[src/rtl/mac_ativacao.sv]
`default_nettype none
// ============================================================================
// Module  : mac_ativacao
// Purpose : Neuron activation stage that follows the layer MAC. It captures
//           the MAC's saturated Q21.10 sum when the done flag is first seen.
//           It then applies a linear, ReLU or piecewise-linear sigmoid
//           activation and presents a signed Q2.5 byte to the next layer.
// Ports   : clkAtiv  - clock, rising edge
//           start    - async active-high reset; also re-arms for next neuron
//           iSoma    - signed Q21.10 sum from the MAC
//           iSomaOK  - MAC done flag, level-held until start
//           iModo    - 00 linear, 01 ReLU, 10 sigmoid, 11 linear
//           oAtiv    - signed Q2.5 activation output
//           oAtivOK  - oAtiv valid, held until start
// Revision: 1.0 - initial release
// ============================================================================
module mac_ativacao (
  input  logic               clkAtiv,
  input  logic               start,
  input  logic signed [31:0] iSoma,
  input  logic               iSomaOK,
  input  logic        [1:0]  iModo,
  output logic        [7:0]  oAtiv,
  output logic               oAtivOK
);

  localparam logic [1:0] MODE_RELU    = 2'b01;
  localparam logic [1:0] MODE_SIGMOID = 2'b10;

  typedef enum logic [2:0] {
    IDLE = 3'd0,
    ABS  = 3'd1,
    SEG  = 3'd2,
    OUT  = 3'd3,
    DONE = 3'd4
  } state_t;

  state_t state, state_next;

  logic signed [31:0] soma_q;
  logic        [1:0]  modo_q;
  logic               sign_q;
  logic        [30:0] abs_q;
  logic        [10:0] y_q;

  logic        [30:0] abs_val;
  logic        [10:0] y_val;
  logic        [10:0] sig_pre;
  logic        [7:0]  sig_out;
  logic signed [31:0] lin_shift;
  logic        [7:0]  lin_out;
  logic        [7:0]  act_val;

  // --------------------------------------------------------------------------
  // State register
  // --------------------------------------------------------------------------
  always_ff @(posedge clkAtiv or posedge start) begin
    if (start) state <= IDLE;
    else       state <= state_next;
  end

  // --------------------------------------------------------------------------
  // Next-state logic; DONE is terminal until start re-arms the block, so a
  // level-held iSomaOK cannot produce a second result.
  // --------------------------------------------------------------------------
  always_comb begin
    state_next = state;
    case (state)
      IDLE:    if (iSomaOK) state_next = ABS;
      ABS:     state_next = SEG;
      SEG:     state_next = OUT;
      OUT:     state_next = DONE;
      DONE:    state_next = DONE;
      default: state_next = IDLE;
    endcase
  end

  // --------------------------------------------------------------------------
  // Datapath combinational logic
  // --------------------------------------------------------------------------
  always_comb begin
    // |x|; the most negative sum has no positive twin, so it clamps.
    abs_val = '0;
    if (soma_q == 32'sh8000_0000)
      abs_val = 31'h7FFF_FFFF;
    else if (soma_q[31])
      abs_val = 31'(-soma_q);
    else
      abs_val = soma_q[30:0];

    // Piecewise sigmoid in Q.10. Each branch only sees |x| below its upper
    // bound, so the narrow slices below carry every significant bit.
    y_val = '0;
    if (abs_q >= 31'd5120)
      y_val = 11'd1024;
    else if (abs_q >= 31'd2432)
      y_val = {3'b000, abs_q[12:5]} + 11'd864;
    else if (abs_q >= 31'd1024)
      y_val = {2'b00, abs_q[11:3]} + 11'd640;
    else
      y_val = {3'b000, abs_q[9:2]} + 11'd512;

    // Negative side uses sigmoid symmetry: s(-x) = 1 - s(x).
    sig_pre = sign_q ? (11'd1024 - y_q) : y_q;
    sig_out = 8'(sig_pre >> 5);

    // Q.10 to Q.5 with floor, then clamp to the signed byte range.
    lin_shift = soma_q >>> 5;
    lin_out   = '0;
    if (lin_shift > 32'sd127)
      lin_out = 8'h7F;
    else if (lin_shift < -32'sd128)
      lin_out = 8'h80;
    else
      lin_out = lin_shift[7:0];

    act_val = '0;
    case (modo_q)
      MODE_SIGMOID: act_val = sig_out;
      MODE_RELU:    act_val = soma_q[31] ? 8'h00 : lin_out;
      default:      act_val = lin_out;
    endcase
  end

  // --------------------------------------------------------------------------
  // Datapath registers; inputs are only looked at while in IDLE.
  // --------------------------------------------------------------------------
  always_ff @(posedge clkAtiv or posedge start) begin
    if (start) begin
      soma_q  <= '0;
      modo_q  <= '0;
      sign_q  <= 1'b0;
      abs_q   <= '0;
      y_q     <= '0;
      oAtiv   <= 8'h00;
      oAtivOK <= 1'b0;
    end else begin
      case (state)
        IDLE: begin
          if (iSomaOK) begin
            soma_q <= iSoma;
            modo_q <= iModo;
          end
        end
        ABS: begin
          sign_q <= soma_q[31];
          abs_q  <= abs_val;
        end
        SEG: begin
          y_q <= y_val;
        end
        OUT: begin
          oAtiv   <= act_val;
          oAtivOK <= 1'b1;
        end
        default: ;
      endcase
    end
  end

endmodule
`default_nettype wire

[config.mk]
export PLATFORM = sky130hd
export DESIGN_NAME = mac_ativacao
export DESIGN_NICKNAME = d
export VERILOG_FILES = /design/src/rtl/mac_ativacao.sv
export SDC_FILE = /design/constraint.sdc
export NUM_CORES = 1
export LEC_CHECK = 0
export CAP_MARGIN = 20
export CORE_UTILIZATION = 40
export CTS_BUF_LIST = sky130_fd_sc_hd__clkbuf_8
export DETAILED_ROUTE_END_ITERATION = 7
export GPL_ROUTABILITY_DRIVEN = 0
export PLACE_DENSITY_LB_ADDON = 0.3
export SETUP_SLACK_MARGIN = 0.5
export SLEW_MARGIN = 20
export SYNTH_ARGS = -nofsm -noshare
export SYNTH_HDL_FRONTEND = slang
export SYNTH_SLANG_ARGS = --single-unit
export TNS_END_PERCENT = 10
[constraint.sdc]
create_clock -name clkAtiv -period 3.2 [get_ports clkAtiv]
set_input_delay 0.32 -clock clkAtiv [delete_from_list [all_inputs] [get_ports clkAtiv]]
set_output_delay 0.32 -clock clkAtiv [all_outputs]
set_load 0.05 [all_outputs]
==> results.sh <==
export IMPL_finalMaxSlewViolations=0
export IMPL_ios=46
export IMPL_die_area_um2=12600
export IMPL_crit_end="y_q[6]$_DFFE_PP0N_"
export IMPL_crit_fanout=8
export IMPL_coreArea_um2=11700
export IMPL_synth_distinct_cells=65
export IMPL_syn_nets=530
export IMPL_hold_viol=0
export IMPL_viasPerCell=5.75
export IMPL_fin_crit_ns=2.29
export IMPL_htreeDepth=3
export IMPL_p_per_area_nw_per_um2=964
export IMPL_end_kind="flip-flop"
export IMPL_cts_tree="done"
export IMPL_fillerInstances=1066
export IMPL_grt_pass1_vias=3685
export IMPL_synth_edf_count=0
export IMPL_ctsLongestPathBuffers=2
export IMPL_cp_data_arrival_time_ns=2.55
export IMPL_max_freq_ghz=0.437
export IMPL_reg2reg_depth=5
export IMPL_path_class="reg -> reg"
export IMPL_fp_dieW_um=112
export IMPL_firstDrtPassIters=5
export IMPL_wl_um=11500
export IMPL_final_cell_count_no_fill=667
export IMPL_syn_cell_area_um2=4880
export IMPL_dr_first_iter_drc_count=243
export IMPL_ys_flop_type="dfrtp_1"
export IMPL_dp_hpwl_um=8460
export IMPL_antenna_found_initial=0
export IMPL_drc=0
export IMPL_cts_root_buf="clkbuf_8"
export IMPL_clk_pin_slew_ns=0.08
export IMPL_area_growth_pct=15.5
export IMPL_cp_required_ns=3.47
export IMPL_setup_violations=0
export IMPL_syn_avg_cell_area_um2=10.0
export IMPL_tightest_slew_ns=0.884
export IMPL_synth_top_area_share_pct=45.6
export IMPL_hold_buffers=0
export IMPL_cp_cell_sequence="nor4_1, nand3_1, a2111oi_2, inv_1, o221ai_1"
export IMPL_ff2ff_setup_slack_ns=0.91
export IMPL_rsz0062_at_grt="false"
export IMPL_dr_total_vias=3832
export IMPL_max_stage_delay_ns=0.87
export IMPL_synth_top_cell_by_area="dfrtp_1"
export IMPL_synth_seq_cells=89
export IMPL_overflow=0
export IMPL_start_util_pct=41.8
export IMPL_grt_pass1_wl_um=19200
export IMPL_maxCapViolations=0
export IMPL_dp_cells=651
export IMPL_fin_util_pct=48.3
export IMPL_grt_max_degree=45
export IMPL_slowest_stage="a2111oi_2"
export IMPL_async_flop_share_pct=100
export IMPL_status="complete, no violations"
export IMPL_die_y_um=112
export IMPL_postCtsSetupBuffers=0
export IMPL_rr_startpoint="abs_q[24]$_DFFE_PP0P_"
export IMPL_clk_latency_ns=0.35
export IMPL_fin_worst_skew_ns=0.00846
export IMPL_fin_nets=563
export IMPL_reg2reg_to="y_q[6]$_DFFE_PP0N_"
export IMPL_yosysSeqAreaShare_pct=45.6
export IMPL_critPathLaunch="abs_q[24]$_DFFE_PP0P_"
export IMPL_synth_cells=486
export IMPL_final_antenna_net_count=0
export IMPL_netlist_top_cells_area="dfrtp_1 (46%), mux2_2 (6.2%), xor2_1 (3.9%)"
export IMPL_p_leak_nw=2.22
export IMPL_start_kind="flip-flop"
export IMPL_whs_ns=0.293
export IMPL_fin_crit_sh_pct=71.5
export IMPL_final_common_cell="dfrtp_1"
export IMPL_min_path_type="in -> async"
export IMPL_postCtsResizedCells=0
export IMPL_post_drt_wl_per_cell_um=17.2
export IMPL_layout_common_cells="dfrtp_1 (89), clkdlybuf4s50_1 (45), nor2_1 (41)"
export IMPL_antenna_cells=0
export IMPL_synth_warning_count=0
export IMPL_cts_sinks=89
export IMPL_rows=39
export IMPL_relSlewSlack_pct=40.7
export IMPL_io_buffers=45
export IMPL_drive_above_1_share_pct=13.0
export IMPL_tns_ns=0
export IMPL_numCtsBuffers=9
export IMPL_vdd_drop_max_mv=0.538
export IMPL_grt_util_all_layers_pct=19.2
[layer usage]
layer	global-route usage (%)	share of wire (%)
met2	28.7	45
met3	3.19	4.6
met1	28.1	49
met4	7.11	1.7
met5	0	0
[Yosys cell counts, drive strengths merged (3+ instances only)]
| cell type | instances |
|---|---|
| a31oi | 18 |
| o21ai | 29 |
| a22oi | 10 |
| nand2 | 38 |
| a21oi | 22 |
| nand3b | 6 |
| xor2 | 22 |
| nor2 | 42 |
| nor3b | 4 |
| clkbuf | 16 |
| a211o | 4 |
| nor3 | 11 |
| nor4 | 12 |
| or4 | 6 |
| ha | 7 |
| or3 | 3 |
| buf | 12 |
| nand4 | 8 |
| mux2 | 27 |
| nor2b | 3 |
| nand3 | 14 |
| inv | 13 |
| xnor2 | 7 |
| mux2i | 9 |
| o31ai | 15 |
| dfrtp | 89 |
| o41ai | 6 |
[critical path, delay by kind of cell, from the launching register on]
kind                   cells  cell delay (ns)
buffers and inverters      1             0.09
flip-flops                 1             0.42
AND/OR/NAND/NOR            2             0.63
AO/OA/AOI/OAI              2             1.07
[registers in the layout, indices dropped and copies added (netlist names)]
register / flops
soma_q: 32
state: 3
abs_q: 31
oAtivOK: 1
oAtiv: 8
sign_q: 1
modo_q: 2
y_q: 11
[area by class of cell]
cell class	instances	area, um2	area share [%]
sequential	89	2230	39.5
clock inverter	4	42.5	0.755
timing repair buffer	50	488	8.66
inverter	13	50.0	0.888
multi-input combinational	356	2480	44.1
tap	143	179	3.17
clock buffer	12	165	2.93
[power breakdown]
part	internal [mW]	switching, mW	total (mW)
Clock	0.419	0.382	0.801
Sequential	1.62	0.654	2.27
Combinational	1.01	1.35	2.36
[logic make-up (layout without fill, tap and decap cells)]
family	Yosys count	in the layout	share of synthesized area (%)
AND/OR/NAND/NOR	163	163	18.9
multiplexers	36	36	8.08
XOR/XNOR	29	29	5.21
AO/OA/AOI/OAI	121	121	16.7
adder cells (fa/ha/maj)	7	7	1.79
buffers and inverters	41	79	3.67
flip-flops	89	89	45.6
[stage by stage]
step                cell area [um2]  total power, mW  setup slack (ns)
detailed placement             5430             4.63             0.923
CTS                            5640             5.44             0.928
global route                   5640             5.83             0.575
floorplan                      4880             3.97             0.573
finish                         5640             5.44             0.914
global placement               5430             4.57             0.983
[worst min path at each step]
| stage | startpoint | end | slack, ns | cells past startpoint |
|---|---|---|---|---|
| 3_3_place_gp | oAtivOK$_DFFE_PP0N_ | oAtivOK$_DFFE_PP0N_ | 0.45 | 1 |
| 2_1_floorplan | iModo[0] | modo_q[0]$_DFFE_PP0P_ | 0.44 | 2 |
| 5_1_grt | start | oAtiv[0]$_DFFE_PP0N_ | 0.33 | 2 |
| 6_report | start | oAtiv[7]$_DFFE_PP0N_ | 0.29 | 2 |
| 4_1_cts | start | oAtiv[7]$_DFFE_PP0N_ | 0.30 | 2 |
| 3_5_place_dp | oAtivOK$_DFFE_PP0N_ | oAtivOK$_DFFE_PP0N_ | 0.46 | 1 |
Power figures use the tool's default switching activity.
